### src/rtl/timer_supervisor_pkg.sv
// Shared types and defaults for the seconds-timer supervisor.
package timer_supervisor_pkg;

   localparam int unsigned PW_DEF          = 4;
   localparam int unsigned FAULT_LIMIT_DEF = 1023;
   localparam int unsigned WDW_DEF         = 10;

   typedef enum logic [1:0] {
      S_IDLE  = 2'b00,
      S_ARMED = 2'b01,
      S_FAULT = 2'b10
   } state_e;

endpackage : timer_supervisor_pkg

### src/rtl/timer_supervisor_edge_rise_det.sv
// Rising-edge detector on the timer done level; the arm cycle never reports an edge.
module edge_rise_det (
   input  logic clk,
   input  logic reset,
   input  logic level_i,
   input  logic load_i,
   output logic rise_c
);

   logic done_q;
   logic done_d;

   // Loading on arm snapshots the current level, which is the normal tracking path.
   always_comb begin
      done_d = level_i;
   end

   // Previous-level register.
   always_ff @(posedge clk or posedge reset) begin
      if (reset) begin
         done_q <= 1'b0;
      end else begin
         done_q <= done_d;
      end
   end

   assign rise_c = level_i & ~done_q & ~load_i;

endmodule : edge_rise_det

### src/rtl/timer_supervisor.sv
// Initiator side of the seconds-timer interface: arms the timer, counts done
// edges up to a programmed number of periods, and watches for a stalled timer.
module timer_supervisor
   import timer_supervisor_pkg::*;
#(
   parameter int unsigned PW          = PW_DEF,
   parameter int unsigned FAULT_LIMIT = FAULT_LIMIT_DEF,
   parameter int unsigned WDW         = WDW_DEF
) (
   input  logic          clk,
   input  logic          reset,
   input  logic          start,
   input  logic          cancel,
   input  logic [PW-1:0] periods,
   input  logic          timer_done,
   output logic          timer_active,
   output logic          busy,
   output logic          expired,
   output logic          fault,
   output logic [PW-1:0] elapsed
);

   localparam logic [WDW-1:0] WD_LAST = WDW'(FAULT_LIMIT - 1);

   state_e         state_q,   state_d;
   logic           active_q,  active_d;
   logic           busy_q,    busy_d;
   logic           expired_q, expired_d;
   logic           fault_q,   fault_d;
   logic [PW-1:0]  elapsed_q, elapsed_d;
   logic [PW-1:0]  target_q,  target_d;
   logic [WDW-1:0] wd_q,      wd_d;

   logic           arm_c;
   logic           rise_c;
   logic [PW-1:0]  load_target_c;
   logic [PW-1:0]  elapsed_inc_c;

   // An accepted start (never together with cancel) arms from any state.
   assign arm_c         = start & ~cancel;
   assign load_target_c = (periods == '0) ? PW'(1) : periods;
   assign elapsed_inc_c = elapsed_q + PW'(1);

   edge_rise_det u_edge (
      .clk     (clk),
      .reset   (reset),
      .level_i (timer_done),
      .load_i  (arm_c),
      .rise_c  (rise_c)
   );

   // Next-state and registered-output logic.
   always_comb begin
      state_d   = state_q;
      active_d  = active_q;
      busy_d    = busy_q;
      expired_d = 1'b0;
      fault_d   = fault_q;
      elapsed_d = elapsed_q;
      target_d  = target_q;
      wd_d      = wd_q;

      unique case (state_q)
         S_IDLE: begin
            // Only arming leaves IDLE; handled below.
         end
         S_ARMED: begin
            if (cancel) begin
               state_d  = S_IDLE;
               active_d = 1'b0;
               busy_d   = 1'b0;
            end else if (start) begin
               // Re-arm handled below; a coincident edge is dropped.
            end else if (rise_c) begin
               elapsed_d = elapsed_inc_c;
               wd_d      = '0;
               if (elapsed_inc_c == target_q) begin
                  state_d   = S_IDLE;
                  expired_d = 1'b1;
                  active_d  = 1'b0;
                  busy_d    = 1'b0;
               end
            end else if (wd_q == WD_LAST) begin
               state_d  = S_FAULT;
               active_d = 1'b0;
               busy_d   = 1'b0;
               fault_d  = 1'b1;
               wd_d     = '0;
            end else begin
               wd_d = wd_q + WDW'(1);
            end
         end
         S_FAULT: begin
            if (cancel) begin
               state_d = S_IDLE;
               fault_d = 1'b0;
            end
         end
         default: begin
            state_d  = S_IDLE;
            active_d = 1'b0;
            busy_d   = 1'b0;
         end
      endcase

      if (arm_c) begin
         state_d   = S_ARMED;
         active_d  = 1'b1;
         busy_d    = 1'b1;
         fault_d   = 1'b0;
         target_d  = load_target_c;
         elapsed_d = '0;
         wd_d      = '0;
      end
   end

   // State and output registers.
   always_ff @(posedge clk or posedge reset) begin
      if (reset) begin
         state_q   <= S_IDLE;
         active_q  <= 1'b0;
         busy_q    <= 1'b0;
         expired_q <= 1'b0;
         fault_q   <= 1'b0;
         elapsed_q <= '0;
         target_q  <= '0;
         wd_q      <= '0;
      end else begin
         state_q   <= state_d;
         active_q  <= active_d;
         busy_q    <= busy_d;
         expired_q <= expired_d;
         fault_q   <= fault_d;
         elapsed_q <= elapsed_d;
         target_q  <= target_d;
         wd_q      <= wd_d;
      end
   end

   assign timer_active = active_q;
   assign busy         = busy_q;
   assign expired      = expired_q;
   assign fault        = fault_q;
   assign elapsed      = elapsed_q;

endmodule : timer_supervisor
### config.mk
export PLATFORM = sky130hd
export DESIGN_NAME = timer_supervisor
export DESIGN_NICKNAME = d
export VERILOG_FILES = /design/src/rtl/timer_supervisor_pkg.sv /design/src/rtl/timer_supervisor_edge_rise_det.sv /design/src/rtl/timer_supervisor.sv
export SDC_FILE = /design/constraint.sdc
export NUM_CORES = 1
export LEC_CHECK = 0
export CORE_MARGIN = 2
export CORE_UTILIZATION = 49
export DETAILED_ROUTE_END_ITERATION = 16
export GPL_TIMING_DRIVEN = 1
export PLACE_DENSITY = 0.75
export RECOVER_POWER = 25
export SLEW_MARGIN = 20
export SYNTH_ARGS = -nofsm -noshare
export SYNTH_HDL_FRONTEND = slang
export SYNTH_HIERARCHICAL = 1
export SYNTH_SLANG_ARGS = --single-unit
### constraint.sdc
create_clock -name clk -period 1.5 [get_ports clk]
set_input_delay 0.375 -clock clk [delete_from_list [all_inputs] [get_ports clk]]
set_output_delay 0.375 -clock clk [all_outputs]
set_load 0.02 [all_outputs]
# == Word-level counts from Yosys, hierarchy flattened ==
# Index checks and enable logic that the tools add are counted.
# classes
addsub,2
multipliers,0
n_div,0
order_cmp,0
eq_ne,16
shift,0
muxes,39
bitwise_logic,6
n_reduce_logical,11
# op_table
operator,count
$mux 10,6
$mux 4,6
$mux 1,17
$ne 3x2->1 const B,5
$mux 2,7
$add 10x1->10 const B,1
$eq 10x10->1 const B,1
$ne 5x4->1 const B,2
$ne 2x1->1 const B,4
$reduce_and 4->1,2
$pmux 2 s3,1
$reduce_and 6->1,1
$reduce_and 5->1,1
$add 4x1->4 const B,1
$eq 4x4->1,1
$logic_not 4->1,1
$ne 4x3->1 const B,1
$pmux 1 s2,2
$reduce_bool 2->1,2
$and 1x1->1,3
$not 1->1,3
$reduce_and 3->1,1
$reduce_bool 3->1,1
$eq 2x1->1 const B,1
other kinds (3),3
# totals
reg_bits,24
latch_bits,0
ramBits,0
romBits,0
input_bits,9
output_inout_bits,8
wordCells,82
n_memories,0

# == Logic depth before layout (Yosys ltp) ==
# Gate-level depths: netlist (run 1).
# logic_depth
depth_word,9
depth_mapped,9

# == Cells and area by module ==
# The synthesis (run 1) kept the hierarchy.
# modules_own_cells
module,instances,cells_each,area_each_um2,seq_area_each_um2
timer_supervisor,1,136,1291.2,575.6
edge_rise_det,1,3,41.3,25.0

# == Worst setup path before layout (run 1) ==
# OpenSTA, ideal clock, no wires.
# synth_timing
path_kind,input port to flip-flop
start,input port cancel
end,register elapsed_q[2] (netlist: elapsed[2])
arrival_time_ns,2.044
setup_slack_ns,-0.673
cell_stages,9
n_path_buf,2
path_cell_list,buf_2 -> nand2b_1 -> clkbuf_1 -> inv_1 -> nor3b_2 -> nand3b_1 -> a21o_1 -> o21ai_0 -> o21ai_0
# synth_via
elab_chain_cells,6
word_cells_on_any_way,10
cone_classes,eq/ne (2); mux (1); bitwise (4); reduce/logical (3)
# synth_lines
item,line_no,text
"start, declared",timer_supervisor.sv:13,"input logic cancel,"
$not 1->1,timer_supervisor.sv:40,assign arm_c = start & ~cancel;
$and 1x1->1,timer_supervisor.sv:40,
$not 1->1,timer_supervisor_edge_rise_det.sv:27,assign rise_c = level_i & ~done_q & ~load_i;
$and 1x1->1,timer_supervisor_edge_rise_det.sv:27,
named net rise_c,timer_supervisor.sv:35,logic rise_c;
$reduce_bool 2->1 (no line),-,
$reduce_and 4->1 (no line),-,
"end signal, assigned",timer_supervisor.sv:134,elapsed_q <= elapsed_d;
"end, declared",timer_supervisor.sv:30,"logic [PW-1:0] elapsed_q, elapsed_d;"
# The timed path passes the listed nets, and every way through them passes these cells.
# A chain may end at the register's enable or synchronous reset.

# == Final worst setup path (run 1) ==
# layout_timing
start,register state_q[1]
end,register wd_q[6]
# layout_via
elab_chain_cells,3
# layout_lines
item,line_no,text
"start, declared",timer_supervisor.sv:25,"state_e state_q, state_d;"
"start signal, assigned",timer_supervisor.sv:129,state_q <= state_d;
$eq 2x1->1,timer_supervisor.sv:63,unique case (state_q)
$reduce_bool 2->1 (no line),-,
$reduce_and 3->1 (no line),-,
"end signal, assigned",timer_supervisor.sv:136,wd_q <= wd_d;
"end, declared",timer_supervisor.sv:32,"logic [WDW-1:0] wd_q, wd_d;"
# No other way between the ends.

==> impl_metrics.toml, run 1 <==
[yosys]
yosys_warnings = 6
syn_inst = 139
yosys-top-cells-count = "24 x dfrtp_1, 24 x nand2_1, 10 x o21ai_0"
synth_seq_cells = 24
ys_types = 40
ys.flop_type = "dfrtp_1"
avgSynthCellArea_um2 = 9.59
synth_top_cell_by_area = "dfrtp_1"
synth_top_area_share_pct = 45.1
yosysSeqAreaShare_pct = 45.1
syn_area_um2 = 1330
synth_edf_count = 0
synthArstFlopShare_pct = 100
yosys-top-cells-area = "dfrtp_1 45%, nand2_1 6.8%, o21ai_0 3.8%"
synth_fp_nets = 151

[clock_tree]
clock-sinks = 24
htree_num_levels = 1
root_buffer = "clkbuf_4"
clock_latency_ps = 330
cts_tree = "done"
path_clk_slew_ps = 140
cts_max_path_buffers = 2
cts_inserted_buffers = 3

[worst_setup_path]
worst_setup_path_start_kind = "flip-flop"
arrival_ps = 1950
cp_max_fo = 4
critPathRequiredTime_ps = 1780
cp-end-kind = "flip-flop"
criticalPathCategory = "flip-flop to flip-flop"

[drt]
via_per_inst = 5.86
drt.antenna.violating_nets = 0
dr.pass1.iters = 4
drtIter0Drc = 54
vias = 1337
drt_wl_total_um = 3980
wl_per_cell_um = 17.4
post-route-drc-count = 0

[finish]
post-route-util_pct = 79.2
fillers = 151
area_growth_pct = 50.0
fin_area_um2 = 2000
drive_above_1_share_pct = 42.9
final_cells = 228
fin_nets = 211
n_antenna_cell = 0

[place]
placed_area_um2 = 1790
place_inst = 216
gp_congestion = 0.831
port_buffers = 16
dp_hpwl_um = 2460

[run]
drv_cap = 0

[global_routing]
top_usage_layer = "met2"
grt_pass1_wl_um = 6160
grt_use_total_pct = 25.1
gr-usage-met2_pct = 44.2
grt_util_met1_pct = 28.4
grt_use_met3_pct = 5.12
grt_pass1_vias = 1366
antenna_found_initial = 0
grt_start_max_net_pins = 24
grt_overflow = 0

[floorplanning]
die-area_um2 = 3150
chipWidth_um = 56.2
fp.dieH_um = 56.2
io_pins = 17
fp-row-count = 18
start_util_pct = 52.8
coreArea_um2 = 2520

[hold_path]
hold_path.class = "input port to asynchronous set/reset pin"

[sta]
period_minus_slack_ps = 1670
finalCritPeriodShare_pct = 111
worst_pin_slew_ps = 593
rsz0062_at_grt = "yes"
setup_ws_ps = -171
finalSetupViolCount = 14
maxSlewViolCount = 0
maxSlewHeadroom_pct = 60.5
finalHoldViolations = 0
clock.fmax_mhz = 598
fin_worst_skew_ps = 6.65

[outcome]
violations = "setup timing"
status = "finished with violations"

[power]
irDropWorstVdd_mv = 0.574
p_leak_nw = 0.896
cellPowerDensity_nw_per_um2 = 680
-- metal layers --
layer | share of wire (%) | up-vias
met3 | 6.0 | 19
met5 | 0 | -
met2 | 51 | 72
met1 | 40 | 629
li1 | - | 617
met4 | 3.4 | 0
-- worst max-delay path, cell delays in order, from the launching register on --
cell and delay [ps]:
dfrtp_1 420, buf_4 150, nor2b_1 170, o211ai_1 130
buf_4 180, or4_4 410, a21oi_2 150
-- through the flow --
step | hold slack (ps) | setup WS, ps | total power, mW | setup TNS [ps]
floorplan | 104 | -238 | 0.855 | -3420
global placement | 481 | -542 | 0.945 | -8640
detailed placement | 489 | -605 | 0.955 | -9850
CTS | 190 | -198 | 1.31 | -1600
global route | 315 | -241 | 1.42 | -2630
finish | 311 | -171 | 1.36 | -1470
-- final cells by class --
class	instances	area, um^2	share of cell area (%)
tap	30	37.5	1.88
sequential	24	601	30.1
inverter	8	35.0	1.75
multi-input combinational	103	821	41.1
timing repair buffer	59	468	23.4
clock buffer	4	36.3	1.82
-- cells in the final DEF (no fill, tap or decap), types with 5 or more instances in the layout --
master          n
a21oi_2         5
buf_4          37
buf_6           5
dfrtp_1        24
dlygate4sd2_1   5
inv_1           6
nand2_1        22
nand3_1         5
nor2_1          5
o21ai_0         6
-- report_power, final --
group	total (mW)	internal, mW	switching (mW)	leakage, nW
sequential	0.703	0.676	0.0266	0.322
combinational	0.289	0.134	0.155	0.553
clock	0.366	0.149	0.217	0.0210
-- what timing repair did --
| action | in CTS | in global routing |
|---|---|---|
| pin swaps | 8 | 11 |
| resized for setup | 32 | 24 |
| endpoints found under the setup margin | 27 | 21 |
| hold buffers | 0 | 0 |
| buffers inserted | 4 | 4 |
-- registers in the layout, indices dropped and copies added, names as in the netlist --
| signal | flops |
|---|---|
| busy | 1 |
| elapsed | 4 |
| expired | 1 |
| fault | 1 |
| state_q | 2 |
| target_q | 4 |
| u_edge/done_q | 1 |
| wd_q | 10 |
-- final timing paths --
kind | from | to | slack, ps | cells past startpoint
max in group asynchronous | reset | elapsed[1]$_DFFE_PP0P_ | 490 | 3
min reg2reg | target_q[0]$_DFFE_PP0P_ | target_q[0]$_DFFE_PP0P_ | 530 | 2
min in group clk | timer_done | u_edge/done_q$_DFF_PP0_ | 330 | 1
min | reset | u_edge/done_q$_DFF_PP0_ | 310 | 2
max reg2reg | state_q[1]$_DFFE_PP0P_ | wd_q[6]$_DFFE_PP0P_ | -170 | 6
max | state_q[1]$_DFFE_PP0P_ | wd_q[6]$_DFFE_PP0P_ | -170 | 6
-- logic make-up after synthesis --
family / synth area share (%)
XOR/XNOR: 5.92
AO/OA/AOI/OAI: 19.8
adder cells (fa/ha/maj): 2.82
buffers and inverters: 4.32
AND/OR/NAND/NOR: 22.1
flip-flops: 45.1
Power figures use the tool's default switching activity.
==> run 2: changes to the inputs <==
--- a/config.mk
+++ b/config.mk
@@ -9,7 +9,7 @@
 export CORE_UTILIZATION = 49
 export DETAILED_ROUTE_END_ITERATION = 16
 export GPL_TIMING_DRIVEN = 1
-export PLACE_DENSITY = 0.75
+export PLACE_DENSITY = 0.81
 export RECOVER_POWER = 25
 export SLEW_MARGIN = 20
 export SYNTH_ARGS = -nofsm -noshare
==> impl_metrics.toml, run 2 (synthesis gave the netlist of run 1 again) <==
[worst_setup_path]
r2r_slack_ps = -130
reg2reg_to = "state_q[0]$_DFFE_PP0P_"
arrival_ps = 1830
criticalPathCategory = "flip-flop to flip-flop"
ff2ff_path_depth = 5
cp-end-kind = "flip-flop"
critPathRequiredTime_ps = 1690
cp_max_fo = 3
r2r-start = "elapsed[0]$_DFFE_PP0P_"
worst_setup_path_start_kind = "flip-flop"

[global_routing]
grt_overflow = 0
grt_pass1_vias = 1333
grt_use_total_pct = 26.1
antenna_found_initial = 0
grt_pass1_wl_um = 6420
grt_start_max_net_pins = 24

[sta]
finalCritPeriodShare_pct = 109
worst_pin_slew_ps = 583
maxSlewViolCount = 0
setup_ws_ps = -132
fin_worst_skew_ps = 6.50
clock.fmax_mhz = 613
maxSlewHeadroom_pct = 61.2
tns_ps = -898
finalHoldViolations = 0
finalSetupViolCount = 13
rsz0062_at_grt = "yes"
period_minus_slack_ps = 1630
hold_slack_ps = 312

[outcome]
violations = "setup timing"
status = "finished with violations"

[power]
p_leak_nw = 0.860
irDropWorstVdd_mv = 0.784
cellPowerDensity_nw_per_um2 = 694

[floorplanning]
die-area_um2 = 3150
fp-row-count = 18
coreArea_um2 = 2520
start_util_pct = 52.8
chipWidth_um = 56.2
io_pins = 17
fp.dieH_um = 56.2

[finish]
area_growth_pct = 46.6
n_antenna_cell = 0
largest_register = "wd_q"
fin_nets = 207
largest_reg_flops = 10
final_common_cell = "buf_4"
post-route-util_pct = 77.4
drive_above_1_share_pct = 42.3
fin_area_um2 = 1950
final_cell_mix = "35 x buf_4, 22 x nand2_1, 22 x dfrtp_1"
regArea_um2 = 603
fillers = 154
multi_input_area_um2 = 806

[drt]
post-route-drc-count = 0
via_per_inst = 6.06
vias = 1357
drt_wl_total_um = 4020
drtIter0Drc = 63
wl_per_cell_um = 17.9
drt.antenna.violating_nets = 0
dr.pass1.iters = 4

[hold_path]
hold_path.class = "input port to flip-flop"
whs_path_depth = 1
min_to = "u_edge/done_q$_DFF_PP0_"
hold_start = "timer_done"

[clock_tree]
hold_buffers = 0
cts_inserted_buffers = 3
path_clk_slew_ps = 140
htree_num_levels = 1
cts_max_path_buffers = 2
clock_latency_ps = 340
cts_tree = "done"
root_buffer = "clkbuf_4"
clock-sinks = 24

[place]
port_buffers = 16
dp_hpwl_um = 2320
gp_congestion = 0.877
placed_area_um2 = 1760

[run]
drv_cap = 0
==> run 2: through the flow <==
stage / total power, mW / setup slack, ps / cells
4_1_cts: 1.32 / -60.7 / 223
3_3_place_gp: 0.942 / -576 / 212
2_1_floorplan: 0.855 / -238 / 139
5_1_grt: 1.41 / -216 / 224
3_5_place_dp: 0.955 / -593 / 212
6_report: 1.36 / -132 / 224
==> run 2: worst max-delay path, stage by stage (launching register included) <==
cell	delay (ps)
dfrtp_1	460
ha_4	200
xor2_1	240
nand4_1	160
o22ai_2	260
o211ai_1	170
==> run 2: worst max-delay path by stage <==
| stage | start | endpoint | slack (ps) | cells past startpoint |
|---|---|---|---|---|
| floorplan | cancel | elapsed[2]$_DFFE_PP0P_ | -240 | 9 |
| global placement | start | busy$_DFFE_PP0P_ | -580 | 6 |
| detailed placement | start | elapsed[2]$_DFFE_PP0P_ | -590 | 8 |
| CTS | wd_q[0]$_DFFE_PP0P_ | state_q[1]$_DFFE_PP0P_ | -60 | 6 |
| global route | elapsed[0]$_DFFE_PP0P_ | state_q[0]$_DFFE_PP0P_ | -220 | 5 |
| finish | elapsed[0]$_DFFE_PP0P_ | state_q[0]$_DFFE_PP0P_ | -130 | 5 |
==> run 2: layer usage <==
layer  vias to the layer above  share of wire, %  GRT usage (%)
met5                         -                 0              0
met3                        20               5.4           3.95
met1                       654                40           31.7
li1                        612                 -              -
met2                        71                51           45.4
met4                         0               4.3           11.9
==> run 2: power breakdown <==
part           internal, mW  switching, mW  total, mW  leakage [nW]
clock                 0.149          0.214      0.363        0.0210
combinational         0.128          0.157      0.285         0.520
sequential            0.677         0.0314      0.708         0.319
==> run 2: area by class of cell <==
| cell class | instances | area share [%] |
|---|---|---|
| Multi-Input combinational cell | 103 | 41.3 |
| Sequential cell | 24 | 30.9 |
| Timing Repair Buffer | 55 | 22.3 |
| Tap cell | 30 | 1.92 |
| Clock buffer | 4 | 1.86 |
| Inverter | 8 | 1.79 |
==> run 2: what timing repair did <==
action | 4_1_cts | 5_1_grt
setup buffers | 7 | 1
pin swaps | 8 | 5
gates resized for setup | 38 | 17
endpoints found under the setup margin | 27 | 20
hold endpoints to repair | 0 | 0
==> patch 1 (flow settings as in run 2) <==
The package constant `PW_DEF` goes from 4 to 2.
--- a/src/rtl/timer_supervisor_pkg.sv
+++ b/src/rtl/timer_supervisor_pkg.sv
@@ -1,7 +1,7 @@
 // Shared types and defaults for the seconds-timer supervisor.
 package timer_supervisor_pkg;
 
-   localparam int unsigned PW_DEF          = 4;
+   localparam int unsigned PW_DEF          = 2;
    localparam int unsigned FAULT_LIMIT_DEF = 1023;
    localparam int unsigned WDW_DEF         = 10;
 
Ports: changed (resized elapsed and periods); port bits go from 17 to 13. No check against the original RTL was run, so the function may have changed too.
==> patch 1 against run 2 <==
The run still ends with setup timing left; total power fell by 15%; setup slack lost 0.082 ns; critical endpoint is now state_q[1]; utilization increased by 4.6 points; die area down 18%; final area down 16%; synthesized area fell by 20%; cell count down 15%; sequential share of layout area is 0.41 points lower; sequential cell count shrank 4; worst hold slack gained 0.034 ns; count of clock-buffer cells in the layout did not move; sequential power shrank 18%; wire length fell by 17%.
==> patch 1: results (changes against run 2) <==
post-route setup slack=-0.2137 ns (-0.08204 ns); sequential share of the synthesized area=46.78% (+1.7 points); # port buffers=12 (-4); pre-CTS setup slack=-0.5719 ns (+0.02103 ns); DR pass1 iterations=5 (+1); dominant cells by area after synthesis=dfrtp_1, xor2_1, o21ai_0, nand3_1, nand2_1; gr usage total=25.22% (-0.91 points); Tightest Pin Transition=0.4992 ns (-0.08344 ns); Post-DP Area=1448 um^2 (-18%); global placement routability congestion=0.8607 (-1.9%); Initial DRC Count=39 (-38%); mux share of post-synthesis cell area=1.053% (+1.1 points); failing checks=setup timing; cell family with most CP delay=simple AND/OR/NAND/NOR gates; Static Leak=0.8151 nW (-5.2%); internal power=828.5 uW (-13%); Clock Pin Slew Worst Setup and Hold Paths=0.12 ns (-0.02 ns); adder-cell share of the synthesized area=2.339% (-0.48 points); first-pass GRT wire length=4740 um (-26%); pin count of the biggest net entering global routing=20 (-17%); type of the worst min-delay path=primary input to async pin; clk_skew=0.01261 ns (+0.006112 ns); drt wl/cell=17.55 um (-2.2%); status=finished, violations left; Final setup violation count=12 (-1); Crit path largest cell delay=0.52 ns (+0.06 ns); vias in the first global route=1,081 (-19%)
==> patch 1: changes by cell type after synthesis, sizes merged, moves of 3 or more <==
cell	change
nor3	-3
nand2	-15
dfrtp	-4
xnor2	-4
nor2	+4
==> patch 1: what timing repair did <==
action                     4_1_cts  5_1_grt
setup buffers                    6        4
pin swaps                        8       11
resized for setup               18       19
setup endpoints to repair       20       16
==> patch 1: worst paths after layout <==
kind	to	cells after the start
worst max-delay path	state_q[1]	6
max in group asynchronous	wd_q[8]	3
worst min register to register	target_q[1]	2
worst min-delay path	u_edge/done_q	2
min in group clk	u_edge/done_q	1
worst max register to register	state_q[1]	6
==> patch 1: metal layers <==
metal  up-vias  track usage (%)  share of wire (%)
met2        63            45.83                 51
met1       527            27.39                 38
li1        500                -                  -
met5         -                0                  0
met3        19            3.274                6.1
met4         0            15.77                4.7
==> patch 1: logic make-up after synthesis <==
kind of cell / Yosys count
compound gates: 26
xor+xnor: 7
fa+ha+maj: 2
mux: 1
simple gates: 44
flops: 20
buf+inv: 12
==> patch 1: layout make-up <==
cell class,count,area (um^2)
well taps,27,33.78
multi-input cells,80,624.3
flip-flops and latches,20,500.5
repair buffers,51,415.4
fillers,125,359.1
clock buffers,4,36.28
inverters,8,32.53
==> patch 1: stage by stage <==
stage	instances	hold WS (ns)	util, %	power (mW)	setup TNS (ns)
floorplan	112	0.1037	-	0.7001	-1.780
global placement	177	0.4856	72.31	0.7915	-7.154
detailed placement	177	0.4907	72.31	0.7992	-7.815
CTS	186	0.2127	77.13	1.114	-0.7316
global route	190	0.3312	82.06	1.193	-2.242
finish	190	0.3451	82.06	1.153	-1.534
==> patch 1: power groups by stage <==
stage / clock network [mW] / registers [mW] / logic, mW
2_1_floorplan: 0 / 0.602 / 0.0984
3_5_place_dp: 0 / 0.590 / 0.209
3_3_place_gp: 0 / 0.588 / 0.203
4_1_cts: 0.327 / 0.579 / 0.209
5_1_grt: 0.345 / 0.584 / 0.264
6_report: 0.325 / 0.581 / 0.246
==> patch 2 (config.mk and constraints of run 2) <==
Made on the original files. Make the reset (`reset`) synchronous in 2 clocked blocks.
--- a/src/rtl/timer_supervisor_edge_rise_det.sv
+++ b/src/rtl/timer_supervisor_edge_rise_det.sv
@@ -16,7 +16,7 @@
    end
 
    // Previous-level register.
-   always_ff @(posedge clk or posedge reset) begin
+   always_ff @(posedge clk) begin
       if (reset) begin
          done_q <= 1'b0;
       end else begin
--- a/src/rtl/timer_supervisor.sv
+++ b/src/rtl/timer_supervisor.sv
@@ -115,7 +115,7 @@
    end
 
    // State and output registers.
-   always_ff @(posedge clk or posedge reset) begin
+   always_ff @(posedge clk) begin
       if (reset) begin
          state_q   <= S_IDLE;
          active_q  <= 1'b0;
Function: differs if reset is asserted again (counterexample within 4 cycles, from zero or initial values and one cycle with reset high); with reset held inactive, the same outputs for 10 cycles.
==> patch 2 against run 2 <==
The flow still finishes with violations (setup timing); setup slack got worse by 0.13 ns; wire length shrank 15%; synthesized cell count decreased by 0.72%; sequential cell count unchanged; clock power decreased by 20%; final area decreased by 11%; via count fell by 10%; total power down 19%; largest cell class unchanged; synthesized area decreased by 8.2%.
==> patch 2: results (changes against run 2) <==
setup TNS=-2.731 ns (-1.832 ns); power consumption=1.105 mW (-19%); non-clk buf share=24.07% (+1.8 points); slowest CP cell=or4b_4; Yosys cell types=38 (-5.0%); sequential share of the synthesized area=39.26% (-5.8 points); pin count of the biggest net entering global routing=13 (-46%); synth cell count leaders=dfxtp_1, nor2_1, nand2_1, a31oi_1; metal2 WL=1794 um (-12%); GRT met1 Usage=27.97% (-3.7 points); number of multi-input logic gates=102 (-0.97%); global placement routability congestion=0.8224 (-6.3%); postcts setup bufs=3 (-4); bufs w/o clock=46 (-16%); drt wl/cell=16.21 um (-9.7%); Post-Synthesis Cells=138 (-0.72%); CTS H-tree depth=1 (unchanged); pre-CTS setup slack=-0.6585 ns (-0.06556 ns); worst-case reg-to-reg path depth=7 (+2); Final HPWL DP=2144 um (-7.5%); GR Layer Usage met2=44.51% (-0.87 points); Mapped Nets=150 (-0.66%); power share of the clock group=26.2% (-0.6 points); Seq area share=27.65% (-3.2 points); first-pass GRT wire length=5133 um (-20%); Initial DRC Count=35 (-44%); failing checks=setup timing; cell area after layout=1747 um^2 (-11%); met3 Use GR=6.667% (+2.7 points); Max FO, Critical Path=7 (+4); Crit path largest cell delay=0.56 ns (+0.10 ns); clk_skew=0.008949 ns (+0.002448 ns); cell family with most CP delay=buffers and inverters; inverters=5 (-3); Via-to-Cell Ratio=5.805 (-4.2%); Final setup violation count=14 (+1); type of the worst min-delay path=register to register; post-CTS sizing=22 (-42%); placed cell count=199 (-6.1%); Post-DP Area=1560 um^2 (-11%); met3 WL=108 um (-50%); WL met1=1387 um (-13%); Combinational Power Share=14.5% (-6.5 points); post-route setup slack=-0.2618 ns (-0.1301 ns); Synth async-reset ratio=0% (-100 points); worst-case vdd ir drop=0.0005793 V (-26%); multi-input logic area=764.5 um^2 (-5.1%); vias in the first global route=1,125 (-16%); Via Count=1,219 (-10%); Static Leak=0.7118 nW (-17%); clk_lat worst skew=0.32 ns (-0.02 ns); fin nets=194 (-6.3%); Clock-cell share=1.289% (-0.57 points); status=finished, violations left; internal power=820.5 uW (-14%); Layout area overhead=42.74%
==> patch 2: cell types whose count changed after synthesis, sizes merged, moves of 4 or more <==
cell,change
dfrtp,-24
nand2,-12
dfxtp,+24
o21ai,-8
nor2,+9
a31oi,+9
and3,+4
o31ai,-4
==> patch 2: cell families after synthesis <==
| kind of cell | after synthesis | synth area share (%) |
|---|---|---|
| AND/OR/NAND/NOR | 60 | 26.79 |
| AO/OA/AOI/OAI | 26 | 15.03 |
| flip-flops | 24 | 39.26 |
| buffers and inverters | 12 | 6.237 |
| XOR/XNOR | 10 | 7.158 |
| multiplexers | 3 | 2.454 |
| adder cells (fa/ha/maj) | 3 | 3.068 |
==> patch 2: path summary, 6_finish.rpt <==
path | startpoint | end | slack (ns)
max | start | wd_q[6] | -0.26
min | fault | fault | 0.47
min reg2reg | fault | fault | 0.47
max reg2reg | state_q[1] | wd_q[6] | -0.26
